$ cat src/rtl/msx_slot_bus_master_pkg.sv
// Shared definitions for the MSX slot bus master.
//   bus_state_t          : bus cycle phase (IDLE, T1, T2, TW, T3)
//   ADDR_*               : cartridge mapper / SCC register addresses
//   DEFAULT_WAIT_TIMEOUT : default limit on cartridge-requested wait states
package msx_bus_pkg;

  typedef enum logic [2:0] {
    IDLE,
    T1,
    T2,
    TW,
    T3
  } bus_state_t;

  // Mapper bank-select registers
  localparam logic [15:0] ADDR_BANK0      = 16'h5000;
  localparam logic [15:0] ADDR_BANK1      = 16'h7000;
  localparam logic [15:0] ADDR_BANK2      = 16'h9000;
  localparam logic [15:0] ADDR_BANK3      = 16'hB000;
  // Mapper configuration window 4FFBh..4FFFh
  localparam logic [15:0] ADDR_CFG_FIRST  = 16'h4FFB;
  localparam logic [15:0] ADDR_CFG_LAST   = 16'h4FFF;
  // SCC register window base
  localparam logic [15:0] ADDR_SCC_WINDOW = 16'h9800;

  localparam int unsigned DEFAULT_WAIT_TIMEOUT = 255;

endpackage

$ cat src/rtl/msx_slot_bus_master_if.sv
// Command port and cartridge slot bus of the MSX slot bus master.
//   Command : i_req, i_req_we, i_req_addr, i_req_wdata -> o_busy, o_ack,
//             o_timeout, o_rdata
//   Slot bus: o_addr, o_sltsl_n, o_mreq_n, o_rd_n, o_wr_n, o_dout, o_dout_oe
//             <- i_din, i_wait_n
// modport master: the bus master itself; modport slave: host + cartridge side.
interface msx_slot_bus_master_if;
  logic        i_req;
  logic        i_req_we;
  logic [15:0] i_req_addr;
  logic [7:0]  i_req_wdata;
  logic        o_busy;
  logic        o_ack;
  logic        o_timeout;
  logic [7:0]  o_rdata;
  logic [15:0] o_addr;
  logic        o_sltsl_n;
  logic        o_mreq_n;
  logic        o_rd_n;
  logic        o_wr_n;
  logic [7:0]  o_dout;
  logic        o_dout_oe;
  logic [7:0]  i_din;
  logic        i_wait_n;

  modport master (
    input  i_req, i_req_we, i_req_addr, i_req_wdata, i_din, i_wait_n,
    output o_busy, o_ack, o_timeout, o_rdata, o_addr, o_sltsl_n, o_mreq_n,
           o_rd_n, o_wr_n, o_dout, o_dout_oe
  );

  modport slave (
    output i_req, i_req_we, i_req_addr, i_req_wdata, i_din, i_wait_n,
    input  o_busy, o_ack, o_timeout, o_rdata, o_addr, o_sltsl_n, o_mreq_n,
           o_rd_n, o_wr_n, o_dout, o_dout_oe
  );
endinterface

$ cat src/rtl/msx_slot_bus_master.sv
// MSX cartridge slot bus master: turns a req/ack command into a Z80-style
// memory cycle T1/T2/[Tw...]/T3, advancing only on phiM ticks.
//   emuclk        : emulator master clock
//   rst_n         : synchronous active-low reset
//   i_mclk_pcen_n : phiM positive-edge enable, active low (one tick)
//   bus           : command port and slot bus (msx_slot_bus_master_if.master)
module msx_slot_bus_master
  import msx_bus_pkg::*;
#(
  parameter int unsigned FORCED_WAITS = 0,
  parameter int unsigned WAIT_TIMEOUT = DEFAULT_WAIT_TIMEOUT
) (
  input  logic                         emuclk,
  input  logic                         rst_n,
  input  logic                         i_mclk_pcen_n,
  msx_slot_bus_master_if.master        bus
);

  localparam logic [2:0] FW_N = 3'(FORCED_WAITS);
  localparam logic [7:0] WT_N = 8'(WAIT_TIMEOUT);

  bus_state_t state, state_d;
  logic [2:0] fw_cnt, fw_cnt_d;
  logic [7:0] wait_cnt, wait_cnt_d;
  logic       abort, abort_d;
  logic       wait_pend, wait_pend_d;
  logic       we_q;
  logic       tick;
  logic       accept;
  logic       strobe_on;
  logic       finish;

  assign tick = ~i_mclk_pcen_n;

  always_comb begin
    state_d     = state;
    fw_cnt_d    = fw_cnt;
    wait_cnt_d  = wait_cnt;
    abort_d     = abort;
    wait_pend_d = wait_pend;
    accept      = 1'b0;
    strobe_on   = 1'b0;
    finish      = 1'b0;
    unique case (state)
      IDLE: begin
        // Accept is not tick-gated; T1 then waits for the next tick.
        if (bus.i_req) begin
          accept      = 1'b1;
          state_d     = T1;
          fw_cnt_d    = '0;
          wait_cnt_d  = '0;
          abort_d     = 1'b0;
          wait_pend_d = 1'b0;
        end
      end
      T1: begin
        if (tick) begin
          strobe_on = 1'b1;
          state_d   = T2;
        end
      end
      T2: begin
        if (tick) begin
          wait_pend_d = ~bus.i_wait_n;
          state_d     = (FW_N != '0 || !bus.i_wait_n) ? TW : T3;
        end
      end
      TW: begin
        if (tick) begin
          if (fw_cnt != FW_N) begin
            // Forced waits do not sample i_wait_n; a wait seen at the end of
            // T2 keeps the cycle in Tw after the forced ones are used up.
            fw_cnt_d = fw_cnt + 3'd1;
            if (fw_cnt + 3'd1 == FW_N && !wait_pend) begin
              state_d = T3;
            end
          end else if (!bus.i_wait_n) begin
            wait_cnt_d = wait_cnt + 8'd1;
            if (wait_cnt_d == WT_N) begin
              abort_d = 1'b1;
              state_d = T3;
            end
          end else begin
            state_d = T3;
          end
        end
      end
      T3: begin
        if (tick) begin
          finish  = 1'b1;
          state_d = IDLE;
        end
      end
      default: state_d = IDLE;
    endcase
  end

  always_ff @(posedge emuclk) begin
    if (!rst_n) begin
      state         <= IDLE;
      fw_cnt        <= '0;
      wait_cnt      <= '0;
      abort         <= 1'b0;
      wait_pend     <= 1'b0;
      we_q          <= 1'b0;
      bus.o_busy    <= 1'b0;
      bus.o_ack     <= 1'b0;
      bus.o_timeout <= 1'b0;
      bus.o_rdata   <= '0;
      bus.o_addr    <= '0;
      bus.o_sltsl_n <= 1'b1;
      bus.o_mreq_n  <= 1'b1;
      bus.o_rd_n    <= 1'b1;
      bus.o_wr_n    <= 1'b1;
      bus.o_dout    <= '0;
      bus.o_dout_oe <= 1'b0;
    end else begin
      state         <= state_d;
      fw_cnt        <= fw_cnt_d;
      wait_cnt      <= wait_cnt_d;
      abort         <= abort_d;
      wait_pend     <= wait_pend_d;
      bus.o_ack     <= finish;
      bus.o_timeout <= finish & abort;
      if (accept) begin
        we_q       <= bus.i_req_we;
        bus.o_busy <= 1'b1;
        bus.o_addr <= bus.i_req_addr;
        if (bus.i_req_we) begin
          bus.o_dout    <= bus.i_req_wdata;
          bus.o_dout_oe <= 1'b1;
        end
      end
      if (strobe_on) begin
        bus.o_sltsl_n <= 1'b0;
        bus.o_mreq_n  <= 1'b0;
        bus.o_rd_n    <= we_q;
        bus.o_wr_n    <= ~we_q;
      end
      if (finish) begin
        bus.o_sltsl_n <= 1'b1;
        bus.o_mreq_n  <= 1'b1;
        bus.o_rd_n    <= 1'b1;
        bus.o_wr_n    <= 1'b1;
        bus.o_dout_oe <= 1'b0;
        bus.o_busy    <= 1'b0;
        if (!we_q) begin
          bus.o_rdata <= abort ? 8'hFF : bus.i_din;
        end
      end
    end
  end

endmodule
$ cat src/flat_wrapper.sv
// flat-port wrapper written by rule: the top's interface ports become plain ports
module msx_slot_bus_master_flat import msx_bus_pkg::*;
#(
  parameter int unsigned FORCED_WAITS = 0,
  parameter int unsigned WAIT_TIMEOUT = DEFAULT_WAIT_TIMEOUT
)
  (emuclk, rst_n, i_mclk_pcen_n, bus_i_req, bus_i_req_we, bus_i_req_addr, bus_i_req_wdata, bus_i_din, bus_i_wait_n, bus_o_busy, bus_o_ack, bus_o_timeout, bus_o_rdata, bus_o_addr, bus_o_sltsl_n, bus_o_mreq_n, bus_o_rd_n, bus_o_wr_n, bus_o_dout, bus_o_dout_oe);
  msx_slot_bus_master_if bus_i ();
  input  logic emuclk;
  input  logic rst_n;
  input  logic i_mclk_pcen_n;
  input wire logic [$bits(bus_i.i_req)-1:0] bus_i_req;
  input wire logic [$bits(bus_i.i_req_we)-1:0] bus_i_req_we;
  input wire logic [$bits(bus_i.i_req_addr)-1:0] bus_i_req_addr;
  input wire logic [$bits(bus_i.i_req_wdata)-1:0] bus_i_req_wdata;
  input wire logic [$bits(bus_i.i_din)-1:0] bus_i_din;
  input wire logic [$bits(bus_i.i_wait_n)-1:0] bus_i_wait_n;
  output wire logic [$bits(bus_i.o_busy)-1:0] bus_o_busy;
  output wire logic [$bits(bus_i.o_ack)-1:0] bus_o_ack;
  output wire logic [$bits(bus_i.o_timeout)-1:0] bus_o_timeout;
  output wire logic [$bits(bus_i.o_rdata)-1:0] bus_o_rdata;
  output wire logic [$bits(bus_i.o_addr)-1:0] bus_o_addr;
  output wire logic [$bits(bus_i.o_sltsl_n)-1:0] bus_o_sltsl_n;
  output wire logic [$bits(bus_i.o_mreq_n)-1:0] bus_o_mreq_n;
  output wire logic [$bits(bus_i.o_rd_n)-1:0] bus_o_rd_n;
  output wire logic [$bits(bus_i.o_wr_n)-1:0] bus_o_wr_n;
  output wire logic [$bits(bus_i.o_dout)-1:0] bus_o_dout;
  output wire logic [$bits(bus_i.o_dout_oe)-1:0] bus_o_dout_oe;
  assign bus_i.i_req = bus_i_req;
  assign bus_i.i_req_we = bus_i_req_we;
  assign bus_i.i_req_addr = bus_i_req_addr;
  assign bus_i.i_req_wdata = bus_i_req_wdata;
  assign bus_i.i_din = bus_i_din;
  assign bus_i.i_wait_n = bus_i_wait_n;
  assign bus_o_busy = bus_i.o_busy;
  assign bus_o_ack = bus_i.o_ack;
  assign bus_o_timeout = bus_i.o_timeout;
  assign bus_o_rdata = bus_i.o_rdata;
  assign bus_o_addr = bus_i.o_addr;
  assign bus_o_sltsl_n = bus_i.o_sltsl_n;
  assign bus_o_mreq_n = bus_i.o_mreq_n;
  assign bus_o_rd_n = bus_i.o_rd_n;
  assign bus_o_wr_n = bus_i.o_wr_n;
  assign bus_o_dout = bus_i.o_dout;
  assign bus_o_dout_oe = bus_i.o_dout_oe;
  msx_slot_bus_master #(.FORCED_WAITS(FORCED_WAITS), .WAIT_TIMEOUT(WAIT_TIMEOUT)) u_core (.emuclk(emuclk), .rst_n(rst_n), .i_mclk_pcen_n(i_mclk_pcen_n), .bus(bus_i));
endmodule
$ cat config.mk
export PLATFORM = sky130hd
export DESIGN_NAME = msx_slot_bus_master_flat
export DESIGN_NICKNAME = d
export VERILOG_FILES = /design/src/rtl/msx_slot_bus_master_pkg.sv /design/src/rtl/msx_slot_bus_master_if.sv /design/src/rtl/msx_slot_bus_master.sv /design/src/flat_wrapper.sv
export SDC_FILE = /design/constraint.sdc
export NUM_CORES = 1
export LEC_CHECK = 0
export ABC_AREA = 1
export ABC_CLOCK_PERIOD_IN_PS = 2400
export CORE_AREA = 2 2 72 74
export CTS_BUF_LIST = sky130_fd_sc_hd__clkbuf_4
export CTS_CLUSTER_SIZE = 8
export DETAILED_ROUTE_END_ITERATION = 7
export DIE_AREA = 0 0 74 76
export HOLD_SLACK_MARGIN = 0.05
export PLACE_DENSITY = 0.86
export SLEW_MARGIN = 20
export SYNTH_ARGS = -nofsm -noshare
export SYNTH_HDL_FRONTEND = slang
export SYNTH_SLANG_ARGS = --single-unit
$ cat constraint.sdc
create_clock -name emuclk -period 2.4 [get_ports emuclk]
set_input_delay 0.48 -clock emuclk [delete_from_list [all_inputs] [get_ports emuclk]]
set_output_delay 0.48 -clock emuclk [all_outputs]
set_load 0.05 [all_outputs]
Word level (Yosys, flattened, before mapping)
Index checks and enable logic that the tools add are counted.
{ "totals": {"regBits": 56, "latchBits": 0, "mem_bits_rw": 0, "romBits": 0, "inputBits": 38, "out_inout_bits": 40, "word_cells": 87, "n_memories": 0} }
{ "op_classes": {"addsub": 2, "multipliers": 0, "n_div": 0, "n_lt_le_gt_ge": 0, "eq_ne": 16, "n_shift": 0, "muxes": 34, "n_bitwise": 4, "n_reduce_logical": 15} }
{ "op_table": {"columns": ["operator", "n"], "rows": [
  ["2-to-1 mux 8 bit", 5],
  ["2-to-1 mux 3 bit", 13],
  ["case mux 8 bit (2 select lines)", 1],
  ["case mux 3 bit (5 select lines)", 1],
  ["inequality test 2 bit, second input constant", 7],
  ["2-to-1 mux 1 bit", 11],
  ["adder 8 x 1 -> 8 bit, second input constant", 1],
  ["== test 8 bit, second input constant", 1],
  ["AND reduction 7 bit", 1],
  ["== test 3 x 2 -> 1 bit, second input constant", 2],
  ["logical NOT 3 bit", 2],
  ["case mux 3 bit (2 select lines)", 1],
  ["AND reduction 6 bit", 1],
  ["AND reduction 5 bit", 1],
  ["inequality test 2 x 1 -> 1 bit, second input constant", 2],
  ["inequality test 4 x 2 -> 1 bit, second input constant", 1],
  ["case mux 1 bit (2 select lines)", 2],
  ["AND reduction 2 bit", 2],
  ["AND reduction 4 bit", 1],
  ["nonzero test 2 bit", 2],
  ["adder 3 x 1 -> 3 bit, second input constant", 1],
  ["== test 3 x 1 -> 1 bit, second input constant", 1],
  ["== test 3 bit, second input constant", 1],
  ["inequality test 3 bit, second input constant", 1],
  ["other kinds (7)", 9]
]} }

Longest topological paths before layout
Gate-level depths: netlist of the first run.
{ "depth": {"ltp_word": 7, "ltp_mapped": 12, "depth_no_buf": 12} }

Least setup slack after synthesis of the first run
No wires, ideal clock.
{ "synth_path": {"path_type": "register to register", "startpoint": "register u_core.wait_cnt[1]", "endpoint": "register u_core.state[1]", "t_arrival_ns": 1.355, "path_slack_ns": 0.932, "path_stages_with_launch": 11, "path_buffers": 0, "period_less_slack_ns": 1.468, "path_cell_list": "dfxtp_1 > ha_1 > nand3_1 > o21bai_1 > nand2_1 > nor2_2 > nand3_1 > nand2_2 > nand2_2 > nor2_1 > nor2_1"} }
{ "synth_between": {"elab_chain_cells": 4} }
{ "synth_lines": {"columns": ["item", "line_no", "text"], "rows": [
  ["from (decl)", "msx_slot_bus_master.sv:24", "logic [7:0] wait_cnt, wait_cnt_d;"],
  ["from (signal assigned)", "msx_slot_bus_master.sv:120", "wait_cnt <= wait_cnt_d;"],
  ["adder 8 x 1 -> 8 bit", "msx_slot_bus_master.sv:78", "wait_cnt_d = wait_cnt + 8'd1;"],
  ["== test 8 bit", "msx_slot_bus_master.sv:79", "if (wait_cnt_d == WT_N) begin"],
  ["inequality test 4 x 2 -> 1 bit (no line)", null, null],
  ["AND reduction 7 bit (no line)", null, null],
  ["to (signal assigned)", "msx_slot_bus_master.sv:118", "state <= state_d;"],
  ["to (decl)", "msx_slot_bus_master.sv:22", "bus_state_t state, state_d;"]
]} }
Every way passes these cells.
A chain may end at the register's enable or synchronous reset.

==> results.ini, run 1 <==
[outcome]
status=finished, final reports clean

[sta]
slew_violations=0
post-route-period-util_pct=86.69
hold_slack_ns=0.4656
grt_setup_unrepaired=no
worst_slack_ns=0.3195
finalSetupTns_ns=0
fin_skew_ns=0.009486
worstMarginPinSlew_ns=0.5252
setup_viol=0
max-slew-margin-rel_pct=64.88
fmax_mhz=480.6
period_minus_slack_ns=2.081
finalHoldViolations=0

[worst_setup_path]
crit_path_end_kind=primary output
worstPathMaxFanout=3
crit_slowest_cell=clkdlybuf4s50_1
crit_required_ns=1.92
crit_buf_inv=1
critical_path_depth=1
cp_cell_sequence=clkdlybuf4s50_1
path_class=flop to primary output
cp-start-kind=flop
arrival_ns=1.60
crit_path_max_incr_delay_ns=0.82
critical-path-top-delay-family=buffers and inverters
r2r_cells=6

[finish]
fillers=434
fin_cells=477
regArea_sq_um=1121
drive_above_1_share_pct=6.388
final_nets=449
n_antenna_cell=0
multi_input_area_sq_um=1132
syn_to_final_growth_pct=36.57

[logic_synthesis]
syn_area_per_cell_sq_um=7.296
yosysWarningCount=0
synth.yosys.seq_area_share_pct=46.28
synthesis.nets=375
synth.distinct_cells=30
synthCells=332
ys_ff_latch=56
syn_area_sq_um=2422

[cts]
ctsResizeCount=0
cts_buffer_depth=2
clk_latency_ns=0.39
cts_buffers=5
cts.htree.levels=2
clk_pin_slew_ns=0.15
clock-sinks=56
hold_buffers=0
cts_root_buf=clkbuf_4
cts_tree=done
post_cts_buffers=0

[drt]
antenna_left=0
viasPerCell=4.918
wl_per_cell_um=11.88
drc=0
drt-total-wl_um=5665
via_count=2346
drt_iter0_markers=59
first_pass_iters=4

[floorplan]
initial_core_util_pct=49.31
ios=78
die_y_um=76
placementRows=26
die_w_um=74
fp.coreArea_sq_um=4912
die-area_sq_um=5624

[global_route]
antenna_found_initial=0
grt_max_degree=29
grt-ovfl-total=0
grt_use_total_pct=21.09
grt_pass1_wl_um=9446
grt_pass1_vias=2196

[placed_design]
routabilityCongestion=0.8074
io_buffers=77
place_hpwl_um=4189
dp_cells=469
dp_slack_ns=0.4382

[pwr]
vdd_drop_max_uv=558.3
power_density_nw_per_um2=976.7
p_leak_nw=1.326
total_power_mw=3.231

[hold_path]
whs_path_depth=2
min_path_type=flop to flop

[run]
maxCapViolCount=0

-- flip-flops by register name, indices dropped and copies added (netlist names) --
signal,cells
u_core.bus.o_ack,1
u_core.bus.o_dout_oe,1
u_core.fw_cnt,3
u_core.bus.o_timeout,1
u_core.bus.o_rdata,8
u_core.state,3
u_core.wait_cnt,8
u_core.bus.o_rd_n,1
u_core.bus.o_addr,16
u_core.bus.o_busy,1
u_core.abort,1
u_core.bus.o_wr_n,1
u_core.we_q,1
u_core.wait_pend,1
u_core.bus.o_sltsl_n,1
u_core.bus.o_dout,8
-- power by group --
group | switching (mW) | total [mW] | internal, mW
combinational | 1.00 | 1.49 | 0.490
sequential | 0.121 | 1.22 | 1.10
clock | 0.298 | 0.515 | 0.218
total | 1.42 | 3.23 | 1.81
-- tightest hold or removal path: cells and delay by family, from the launching register on --
family | cells | cell delay [ns]
flops | 1 | 0.34
buf+inv | 1 | 0.05
compound gates | 1 | 0.05
-- layout by cell type (no fill, tap or decap), types with 2 or more instances in the layout --
cell and count:
nor2_1 81, clkdlybuf4s50_1 77, dfxtp_1 56, nand2_1 50, a21oi_1 33, nand3_1 25
inv_1 22, o21ai_0 22, inv_2 5, nand2_2 5, ha_1 5, clkbuf_4 5
nor2_2 2, a211oi_1 2, buf_4 2
-- per-layer routing --
layer	share of wire (%)	track usage, %	vias up
met3	6.9	7.143	8
met1	42	24.81	1060
met4	1.3	5.818	0
met5	0	0	-
met2	50	35.89	70
li1	-	-	1208
-- cell families after synthesis --
kind of cell | after synthesis | share of synthesized area, %
compound gates | 60 | 13.02
fa+ha+maj | 5 | 2.583
simple gates | 170 | 30.42
xor+xnor | 2 | 0.7233
buf+inv | 39 | 6.973
flops | 56 | 46.28
-- worst paths after layout --
| path | from | to | slack, ns |
|---|---|---|---|
| worst min-delay path | u_core.bus.o_dout_oe | u_core.bus.o_dout_oe | 0.47 |
| worst max register to register | u_core.state[0] | u_core.bus.o_addr[5] | 0.66 |
| worst min register to register | u_core.bus.o_dout_oe | u_core.bus.o_dout_oe | 0.47 |
| worst max-delay path | u_core.bus.o_sltsl_n | bus_o_mreq_n | 0.32 |
-- stage by stage --
stage               area [sq um]  util, %
floorplan                   2422        -
global placement            3228    65.72
detailed placement          3228    65.72
CTS                         3308    67.35
global route                3308    67.35
finish                      3308    67.35
-- cell usage after synthesis --
cell,n,area (sq um)
nor2_1,81,304.0
dfxtp_1,56,1121
nand2_1,50,187.7
a21oi_1,33,165.2
nand3_1,25,125.1
inv_1,22,82.58
o21ai_0,22,110.1
ha_1,5,62.56
inv_2,5,18.77
nand2_2,5,31.28
clkbuf_1,4,15.01
a211oi_1,2,15.01
buf_1,2,7.510
buf_2,2,10.01
buf_6,2,22.52
nor2_2,2,12.51
buf_4,1,7.510
clkbuf_2,1,5.000
nand3_4,1,17.52
nand4_1,1,6.260
nor2_4,1,11.26
nor2_8,1,20.02
nor3_1,1,5.000
nor3_2,1,10.01
o211a_1,1,10.01
o21a_1,1,7.510
o21bai_1,1,7.510
or2_0,1,6.260
xnor2_1,1,8.760
xor2_1,1,8.760
-- final cells by class --
cell class	instances	area share, %
Clock buffer	5	1.135
Clock inverter	3	1.286
Inverter	27	3.064
Multi-Input combinational cell	237	34.23
Sequential cell	56	33.89
Tap cell	70	2.648
Timing Repair Buffer	79	23.75
No activity file was read; power rests on OpenSTA's default activity.
==> inputs of run 2 (changes only) <==
--- a/config.mk
+++ b/config.mk
@@ -13,7 +13,9 @@
 export DETAILED_ROUTE_END_ITERATION = 7
 export DIE_AREA = 0 0 74 76
 export HOLD_SLACK_MARGIN = 0.05
+export MAX_ROUTING_LAYER = met4
 export PLACE_DENSITY = 0.86
+export SKIP_LAST_GASP = 1
 export SLEW_MARGIN = 20
 export SYNTH_ARGS = -nofsm -noshare
 export SYNTH_HDL_FRONTEND = slang
==> results.ini, run 2 (same netlist as run 1, synthesis figures left out) <==
[finish]
final_common_cell=nor2_1  ; unchanged
largest-register=u_core.bus.o_addr  ; unchanged
final_cell_mix=81 x nor2_1, 77 x clkdlybuf4s50_1, 56 x dfxtp_1  ; unchanged
fin_cells=477  ; unchanged
syn_to_final_growth_pct=36.57  ; unchanged
final_area_sq_um=3308  ; unchanged
largest_reg_flops=16  ; unchanged
postLayoutCoreUtil_pct=67.35  ; unchanged
final_nets=449  ; unchanged
drive_above_1_share_pct=6.388  ; unchanged
n_antenna_cell=0  ; unchanged

[worst_setup_path]
critPathLaunch=u_core.bus.o_sltsl_n  ; unchanged
crit_path_end_kind=primary output  ; unchanged
worstPathMaxFanout=3  ; unchanged
crit_path_max_incr_delay_ns=0.82  ; about the same
r2r_cells=6  ; unchanged
critical-path-top-delay-family=buffers and inverters  ; unchanged
crit_required_ns=1.92  ; about the same
worst_r2r_endpoint=u_core.bus.o_addr[5]  ; unchanged
arrival_ns=1.60  ; about the same
cp-start-kind=flop  ; unchanged
crit_buf_inv=1  ; unchanged
r2r_start=u_core.state[0]  ; unchanged
path_class=flop to primary output  ; unchanged
reg2reg_slack_ns=0.67  ; was 0.66 ns
crit_slowest_cell=clkdlybuf4s50_1  ; unchanged
cp_cell_sequence=clkdlybuf4s50_1  ; unchanged

[sta]
finalHoldViolations=0  ; unchanged
period_minus_slack_ns=2.080  ; was 2.081 ns
worstMarginPinSlew_ns=0.5252  ; unchanged
setup_viol=0  ; unchanged
fin_skew_ns=0.009298  ; was 0.009486 ns
grt_setup_unrepaired=no  ; unchanged
fmax_mhz=480.7  ; was 480.6 MHz
finalSetupTns_ns=0  ; unchanged
slew_violations=0  ; unchanged
max-slew-margin-rel_pct=64.88  ; unchanged
post-route-period-util_pct=86.67  ; was 86.69%

[floorplan]
die_w_um=74  ; unchanged
placementRows=26  ; unchanged
die_y_um=76  ; unchanged
die-area_sq_um=5624  ; unchanged
fp.coreArea_sq_um=4912  ; unchanged
initial_core_util_pct=49.31  ; unchanged
ios=78  ; unchanged

[hold_path]
whs_path_depth=2  ; unchanged
hold_end=u_core.bus.o_dout_oe  ; unchanged
min_path_type=flop to flop  ; unchanged
hold_start=u_core.bus.o_dout_oe  ; unchanged

[global_route]
grt_pass1_vias=2196  ; unchanged
grt-ovfl-total=0  ; unchanged
grt_use_total_pct=21.66  ; was 21.09%
grt_max_degree=29  ; unchanged
grt_pass1_wl_um=9453  ; was 9446 um
antenna_found_initial=0  ; unchanged

[drt]
drt_iter0_markers=55  ; was 59
drt-total-wl_um=5659  ; was 5665 um
antenna_left=0  ; unchanged
viasPerCell=4.939  ; was 4.918
first_pass_iters=4  ; unchanged
via_count=2356  ; was 2,346
drc=0  ; unchanged
wl_per_cell_um=11.86  ; was 11.88 um

[cts]
cts_tree=done  ; unchanged
cts_buffer_depth=2  ; unchanged
clock-sinks=56  ; unchanged
clk_latency_ns=0.39  ; about the same
ctsResizeCount=0  ; unchanged
cts.htree.levels=2  ; unchanged
hold_buffers=0  ; unchanged
clk_pin_slew_ns=0.15  ; about the same
cts_buffers=5  ; unchanged
post_cts_buffers=0  ; unchanged
cts_root_buf=clkbuf_4  ; unchanged

[pwr]
p_leak_nw=1.326  ; unchanged
total_power_mw=3.231  ; about the same
power_density_nw_per_um2=976.6  ; was 976.7 nW/um^2
vdd_drop_max_uv=557.9  ; was 558.3 uV

[placed_design]
place_hpwl_um=4189  ; unchanged
place_area_sq_um=3228  ; unchanged
routabilityCongestion=0.8191  ; was 0.8074
io_buffers=77  ; unchanged
dp_cells=469  ; unchanged

[run]
maxCapViolCount=0  ; unchanged

[outcome]
status=finished, final reports clean  ; unchanged

## run 2: cell counts in the layout (fill, tap and decap cells not counted)
No cell type changed its count.
## run 2: final cells by class
cell class / instances / area, sq um
Fill cell: 434 / 1604
Tap cell: 70 / 87.58
Sequential cell: 56 / 1121
Clock inverter: 3 / 42.54
Multi-Input combinational cell: 237 / 1132
Timing Repair Buffer: 79 / 785.8
Clock buffer: 5 / 37.54
Inverter: 27 / 101.3
## run 2: where the power goes
part	switching [mW]	internal [mW]
Sequential	0.121	1.10
Combinational	1.00	0.490
Clock	0.298	0.218
Total	1.42	1.81
## run 2: routing by layer
metal / wire [um] / track usage (%) / up-vias
met3: 305 / 5.952 / 9
met2: 2843 / 35.89 / 72
li1: - / - / 1209
met5: 0 / - / -
met4: 68 / 5.818 / 0
met1: 2442 / 25.57 / 1066
## run 2: stage by stage
stage	hold slack, ns	setup slack [ns]
after floorplan	0.4295	0.9321
after global placement	0.4405	0.4794
after detailed placement	0.4457	0.4382
after CTS	0.4655	0.3007
after global routing	0.4882	0.2501
final	0.4656	0.3198
## run 2: how the worst max path moves through the flow
stage                      endpoint  slack, ns  depth (start not counted)
3_3_place_gp   u_core.bus.o_addr[0]       0.48                          6
4_1_cts                bus_o_mreq_n       0.30                          1
3_5_place_dp   u_core.bus.o_addr[5]       0.44                          6
2_1_floorplan       u_core.state[1]       0.93                         10
6_report               bus_o_mreq_n       0.32                          1
5_1_grt                bus_o_mreq_n       0.25                          1
